--- config.mk ---
export PLATFORM = sky130hd
export DESIGN_NAME = parity_frame_tx
export DESIGN_NICKNAME = d
export VERILOG_FILES = /design/src/rtl/parity_tx_pkg.sv /design/src/rtl/parity_frame_tx_gen.sv /design/src/rtl/parity_frame_tx.sv
export SDC_FILE = /design/constraint.sdc
export NUM_CORES = 1
export LEC_CHECK = 0
export CAP_MARGIN = 20
export CORE_ASPECT_RATIO = 0.9
export CORE_MARGIN = 8
export CORE_UTILIZATION = 36
export CTS_BUF_LIST = sky130_fd_sc_hd__clkbuf_16
export DETAILED_ROUTE_END_ITERATION = 7
export HOLD_SLACK_MARGIN = 0.15
export PLACE_DENSITY = 0.56
export SYNTH_ARGS = -nofsm -noshare
export SYNTH_HDL_FRONTEND = slang
export SYNTH_HIERARCHICAL = 1
export SYNTH_SLANG_ARGS = --single-unit
export TNS_END_PERCENT = 10
--- constraint.sdc ---
create_clock -name clk -period 2.86 [get_ports clk]
set_input_delay 0.286 -clock clk [delete_from_list [all_inputs] [get_ports clk]]
set_output_delay 0.286 -clock clk [all_outputs]
set_load 0.1 [all_outputs]
--- src/rtl/parity_tx_pkg.sv ---
// Shared types and constants for the parity framing transmitter.
// frame_len() gives the total frame duration in clock cycles.
package parity_tx_pkg;

    typedef enum logic [2:0] {
        IDLE,
        START,
        DATA,
        PARITY,
        STOP
    } state_t;

    localparam logic IDLE_LEVEL  = 1'b1;
    localparam logic START_LEVEL = 1'b0;
    localparam logic STOP_LEVEL  = 1'b1;

    function automatic int frame_len(input int data_w, input int clks_per_bit);
        return (data_w + 3) * clks_per_bit;
    endfunction

endpackage

--- src/rtl/parity_frame_tx_gen.sv ---
// Combinational XOR-tree parity over a DATA_W-bit word.
// When par_odd is set, the word plus its parity bit holds an odd number of ones.
module parity_gen_w
    import parity_tx_pkg::*;
#(
    parameter int DATA_W = 8
) (
    input  logic [0:DATA_W-1] data,
    input  logic              par_odd,
    output logic              parity
);

    assign parity = (^data) ^ par_odd;

endmodule

--- src/rtl/parity_frame_tx.sv ---
// Serial frame transmitter: start bit, data sent MSB first, parity bit, stop bit.
// A word is accepted on a valid/ready handshake, and only while the block is idle.
module parity_frame_tx
    import parity_tx_pkg::*;
#(
    parameter int DATA_W       = 8,
    parameter int CLKS_PER_BIT = 4
) (
    input  logic              clk,
    input  logic              rst_n,
    input  logic              in_valid,
    output logic              in_ready,
    input  logic [0:DATA_W-1] in_data,
    input  logic              par_odd,
    output logic              ser_out,
    output logic              busy,
    output logic              frame_done
);

    localparam int CNT_W = $clog2(CLKS_PER_BIT) + 1;
    localparam int BIT_W = $clog2(DATA_W) + 1;

    state_t             state, state_nxt;
    logic [CNT_W-1:0]   cnt, cnt_nxt;
    logic [BIT_W-1:0]   bit_cnt, bit_cnt_nxt;
    logic [0:DATA_W-1]  shreg, shreg_nxt;
    logic               par_q, par_nxt;
    logic               par_calc;
    logic               accept;
    logic               bit_end;

    parity_gen_w #(.DATA_W(DATA_W)) u_par (
        .data    (in_data),
        .par_odd (par_odd),
        .parity  (par_calc)
    );

    assign accept  = in_valid && (state == IDLE);
    assign bit_end = (cnt == CNT_W'(CLKS_PER_BIT - 1));

    always_ff @(posedge clk or negedge rst_n) begin
        if (!rst_n) begin
            state   <= IDLE;
            cnt     <= '0;
            bit_cnt <= '0;
            shreg   <= '0;
            par_q   <= 1'b0;
        end else begin
            state   <= state_nxt;
            cnt     <= cnt_nxt;
            bit_cnt <= bit_cnt_nxt;
            shreg   <= shreg_nxt;
            par_q   <= par_nxt;
        end
    end

    always_comb begin
        state_nxt   = state;
        cnt_nxt     = bit_end ? '0 : cnt + CNT_W'(1);
        bit_cnt_nxt = bit_cnt;
        shreg_nxt   = shreg;
        par_nxt     = par_q;
        unique case (state)
            IDLE: begin
                cnt_nxt     = '0;
                bit_cnt_nxt = '0;
                if (accept) begin
                    shreg_nxt = in_data;
                    par_nxt   = par_calc;
                    state_nxt = START;
                end
            end
            START: begin
                if (bit_end) state_nxt = DATA;
            end
            DATA: begin
                if (bit_end) begin
                    // Index 0 is the bit on the wire; shifting left brings up the next one
                    shreg_nxt = shreg << 1;
                    if (bit_cnt == BIT_W'(DATA_W - 1)) begin
                        bit_cnt_nxt = '0;
                        state_nxt   = PARITY;
                    end else begin
                        bit_cnt_nxt = bit_cnt + BIT_W'(1);
                    end
                end
            end
            PARITY: begin
                if (bit_end) state_nxt = STOP;
            end
            STOP: begin
                if (bit_end) state_nxt = IDLE;
            end
            default: begin
                state_nxt = IDLE;
                cnt_nxt   = '0;
            end
        endcase
    end

    // Line level is decoded only from registers, so reset drives it idle-high at once
    always_comb begin
        ser_out = IDLE_LEVEL;
        unique case (state)
            IDLE:    ser_out = IDLE_LEVEL;
            START:   ser_out = START_LEVEL;
            DATA:    ser_out = shreg[0];
            PARITY:  ser_out = par_q;
            STOP:    ser_out = STOP_LEVEL;
            default: ser_out = IDLE_LEVEL;
        endcase
    end

    assign busy       = (state != IDLE);
    assign in_ready   = (state == IDLE);
    assign frame_done = (state == STOP) && bit_end;

endmodule

After elaboration in Yosys (flattened, before gate mapping)

Cells that the tools add are included.

Memories kept: 0
Latch bits: 0
Memory bits (writable): 0
Bits in read-only memories: 0
Output and inout bits: 4
Register bits: 19
Input bits: 12
Logic and storage cells: 47

$add $sub $neg: 2
Reductions and logical operators: 11
Equality and inequality tests: 12
Mux-type cells: 16
Shift operators: 0
Multipliers: 0
Order comparisons: 0
Div/mod/pow operators: 0
Bitwise operators: 1

Operator list:

| operator                                                                | count |
|---|---|
| 3-bit 2-to-1 mux                                                        | 8 |
| 8-bit 2-to-1 mux                                                        | 2 |
| 8-bit case mux with 2 select lines                                      | 1 |
| 3-bit case mux with 5 select lines                                      | 1 |
| 2-bit inequality test, second input constant                            | 5 |
| 3-bit by 2-bit equality test with 1-bit output, second input constant   | 3 |
| 4-bit 2-to-1 mux                                                        | 2 |
| 4-bit case mux with 2 select lines                                      | 1 |
| 8-bit XOR reduction                                                     | 1 |
| 6-bit AND reduction                                                     | 1 |
| 4-bit by 1-bit adder with 4-bit output, second input constant           | 1 |
| 4-bit by 3-bit equality test with 1-bit output, second input constant   | 1 |
| 2-bit AND reduction                                                     | 2 |
| 4-bit OR reduction                                                      | 1 |
| 3-bit by 1-bit adder with 3-bit output, second input constant           | 1 |
| 3-bit by 1-bit equality test with 1-bit output, second input constant   | 1 |
| 3-bit equality test, second input constant                              | 1 |
| 3-bit zero test                                                         | 1 |
| 1-bit case mux with 3 select lines                                      | 1 |
| 3-bit AND reduction                                                     | 1 |
| 3-bit nonzero test                                                      | 1 |
| 1-bit logical AND                                                       | 2 |
| 2-bit by 1-bit inequality test with 1-bit output, second input constant | 1 |
| 2-bit nonzero test                                                      | 1 |
| 1-bit XOR                                                               | 1 |

Longest topological paths before layout

Word-level depth: 4
Mapped depth: 6
Mapped depth without buffers: 5

Modules after synthesis

The synthesis kept the hierarchy.

By module, submodules not included:

| module          | cells an instance | seq. area each (um^2) | area an instance (um^2) | times used |
|---|---|---|---|---|
| parity_frame_tx | 96                | 475.5                 | 952.2                   | 1 |
| parity_gen_w    | 7                 | 0.0                   | 82.6                    | 1 |

Worst setup path after synthesis

No wires, ideal clock.

Path type: register -> register
Start point: register state[1]
End point: register par_q
Slack: 719 ps
Buffers on the path: 0
Arrival: 2016 ps
Library setup time: 125 ps
Cell stages (with the launch flop): 5
Required time: 2735 ps
Period minus slack after synthesis: 2141 ps
Path through: dfrtp_1 -> or3_2 -> inv_2 -> nand2_1 -> mux2_2

Longest elaborated chain between the ends: 3

Ends and longest elaborated chain:

| item                                   | line                  | source |
|---|---|---|
| start: declaration                     | parity_frame_tx.sv:23 | `state_t state, state_nxt;` |
| start signal: assignment               | parity_frame_tx.sv:49 | `state <= state_nxt;` |
| 3-bit zero test *                      | -                     |  |
| named net in_ready                     | parity_frame_tx.sv:12 | `output logic in_ready,` |
| 1-bit logical AND                      | parity_frame_tx.sv:38 | `assign accept = in_valid && (state == IDLE);` |
| 2-bit AND reduction (no source line) * | -                     |  |
| end signal: assignment                 | parity_frame_tx.sv:53 | `par_q <= par_nxt;` |
| end: declaration                       | parity_frame_tx.sv:27 | `logic par_q, par_nxt;` |

Mark *: on every way through the listed nets, which the timed path passes. The rest lies on a longest branch.
A chain may end at the register's enable or synchronous reset.

Final worst setup path

Start point: register cnt[0]
End point: output frame_done

Longest elaborated chain between the ends: 2

Ends and longest elaborated chain:

| item                                           | line                   | source |
|---|---|---|
| start: declaration                             | parity_frame_tx.sv:24  | `logic [CNT_W-1:0] cnt, cnt_nxt;` |
| start signal: assignment                       | parity_frame_tx.sv:50  | `cnt <= cnt_nxt;` |
| 3-bit by 2-bit equality test with 1-bit output | parity_frame_tx.sv:39  | `assign bit_end = (cnt == CNT_W'(CLKS_PER_BIT - 1));` |
| 1-bit logical AND                              | parity_frame_tx.sv:116 | `assign frame_done = (state == STOP) && bit_end;` |
| end: declaration                               | parity_frame_tx.sv:17  | `output logic frame_done` |

Every way passes these cells.

==> results.py <==
metrics = {
    "timing": {
        "fin_setup_tns_ps": 0,
        "fin_skew_ps": 2.628,
        "slew_viol_final": 0,
        "max_freq_ghz": 0.4927,
        "slew-limit-headroom_pct": 40.50,
        "rsz0062_at_grt": "no",
        "finalHoldViolCount": 0,
        "hold-worst-slack_ps": 452.7,
        "worstMarginPinSlew_ps": 889.7,
        "setup-violations-final": 0,
        "layout_min_cycle_time_ps": 2029,
        "period_share_pct": 70.96,
    },
    "placed_design": {
        "gp_congestion": 0.7111,
        "dpl_cell_area_sq_um": 1205,
        "io_buffer_count": 15,
        "hpwlAfterDp_um": 1555,
    },
    "clocking": {
        "cts_tree": "yes",
        "cts.reportedPaths.clkPinSlew_ps": 60,
        "root_buffer": "clkbuf_16",
        "cts_resized": 0,
        "worstSkewPairLatency_ps": 250,
        "ctsHtreeMaxLevel": 1,
        "cts_setup_buffers": 0,
        "cts-hold-fix-buffers": 0,
        "cts_buffers": 3,
        "clk_path_buf_depth": 2,
        "cts_sinks": 19,
    },
    "worst_setup_path": {
        "r2r_cells": 4,
        "rr_startpoint": "cnt[0]",
        "path_class": "flop to primary output",
        "worstReg2RegEnd": "shreg[0]",
        "start_kind": "flop",
        "critPathMaxFanout": 8,
        "worstSetupEndpointType": "primary output",
        "worst_ep_arrival_time_ps": 1740,
        "worstPathRequired_ps": 2570,
        "r2r_slack_ps": 1010,
    },
    "logic_synthesis": {
        "yosysSeqAreaShare_pct": 45.95,
        "yosys.area.top_type": "dfrtp_1",
        "yosysWarnings": 6,
        "avgSynthCellArea_sq_um": 10.05,
        "netlist_instances": 103,
        "synth-seq-cells": 19,
        "yosysUniqueCellTypes": 37,
        "async_reset_ff_share_pct": 100.0,
        "synthesis.nets": 117,
        "synth-edff-count": 0,
        "synth_flop_cell": "dfrtp_1",
        "synth_top_area_share_pct": 45.95,
        "synth_area_sq_um": 1035,
        "synth_area_leaders": "dfrtp_1 (46%), mux2i_1 (7.7%), o21ai_0 (6.3%)",
    },
    "layout": {
        "fin_area_sq_um": 1285,
        "nets": 133,
        "multi_input_area_sq_um": 524.3,
        "fill_cells": 289,
        "diodes": 0,
        "mostFrequentLayoutCell": "dfrtp_1",
        "drive_gt1_share_pct": 16.10,
        "areaGrowthSynthToFinish_pct": 24.18,
        "final_cell_mix": "dfrtp_1 (19), nand2_1 (17), o21ai_0 (13)",
        "register_area_sq_um": 475.5,
    },
    "floorplanning": {
        "dieWidth_um": 72.51,
        "dieHeight_um": 66.86,
        "dieArea_sq_um": 4848,
        "placementRows": 18,
        "coreArea_sq_um": 2748,
        "ioPinCount": 16,
        "start_util_pct": 37.66,
    },
    "pwr": {
        "leakagePower_nw": 0.5746,
        "ir_drop_v": 0.0009370,
        "powerDensity_nw_per_um2": 1036,
    },
    "routing": {
        "routed_via_density": 4.778,
        "ant_nets": 0,
        "wl_um": 2114,
        "drtIter0Drc": 33,
        "first_pass_iters": 4,
        "vias": 755,
        "drc": 0,
        "drt-wirelength-per-cell_um": 13.38,
    },
    "global_routing": {
        "grt_max_degree": 20,
        "globalRoute.totalOverflow": 0,
        "grt_pass1_wl_um": 3456,
        "grtUsageTotal_pct": 9.059,
        "antenna_found_initial": 0,
        "grt_pass1_vias": 760,
    },
    "min_path": {
        "min_path_type": "flop to flop",
        "hold_depth": 1,
        "min-delay-start": "cnt[0]",
        "whs_endpoint": "cnt[0]",
    },
    "run_status": {
        "status": "finished clean",
    },
    "run": {
        "maxCapViolCount": 0,
    },
}
[through the flow]
step | power, W | utilization (%) | worst slack (ps) | instances
after floorplan | 0.0009167 | - | 719.0 | 103
after global placement | 0.001039 | 43.85 | 951.7 | 154
after detailed placement | 0.001045 | 43.85 | 886.4 | 154
after CTS | 0.001343 | 46.77 | 796.7 | 158
after global routing | 0.001413 | 46.77 | 695.7 | 158
final | 0.001331 | 46.77 | 830.6 | 158
[layer usage]
metal | vias to the layer above | share of wire, % | track usage (%)
met4 | 0 | 0 | 2.244
met1 | 360 | 51 | 12.09
met3 | 0 | 4.8 | 3.748
li1 | 386 | - | -
met2 | 9 | 44 | 13.18
met5 | - | 0 | 0
[report_power, final]
group | total, W | switching [W] | internal (W) | leakage (nW)
Sequential | 0.000455 | 0.0000895 | 0.000366 | 0.243
Clock | 0.000292 | 0.000105 | 0.000188 | 0.0409
Combinational | 0.000583 | 0.000379 | 0.000204 | 0.290
Total | 0.00133 | 0.000573 | 0.000758 | 0.575
[how the worst max path moves through the flow]
| stage | slack [ps] | to | start |
|---|---|---|---|
| 2_1_floorplan | 720 | par_q | state[1] |
| 3_3_place_gp | 950 | shreg[1] | in_valid |
| 3_5_place_dp | 890 | shreg[2] | in_valid |
| 4_1_cts | 800 | frame_done | cnt[0] |
| 5_1_grt | 700 | frame_done | cnt[0] |
| 6_report | 830 | frame_done | cnt[0] |
[cell usage after synthesis, drive strengths merged (2+ instances only)]
cell and instances:
and3 3, clkbuf 3, buf 2, o21ai 15, nor3 2, a211oi 2
mux2i 8, xnor2 6, nor3b 2, inv 2, nor2 4, ha 2
nand2 17, or2 2, dfrtp 19
[kinds of logic after synthesis]
family	count (synthesis)	synth area share, %
AO/OA/AOI/OAI	21	11.97
multiplexers	9	8.827
XOR/XNOR	8	8.827
adder cells (fa/ha/maj)	2	2.418
flip-flops	19	45.95
AND/OR/NAND/NOR	37	18.62
buffers and inverters	7	3.384
[critical path, cell delays in order, from the launching register on]
cell	delay, ps
dfrtp_1	350
ha_1	180
nor2b_1	450
and3_1	220
buf_4	280
[registers in the layout, indices dropped and copies added (netlist names)]
register,count
shreg,8
cnt,3
state,3
par_q,1
bit_cnt,4
[cell type report]
class	count	share of cell area [%]
inverter	2	0.5842
timing repair buffer	16	11.49
sequential	19	37.00
clock inverter	1	0.3895
tap	40	3.895
clock buffer	3	5.842
multi-input combinational	77	40.80
(Power assumes the default switching activity.)
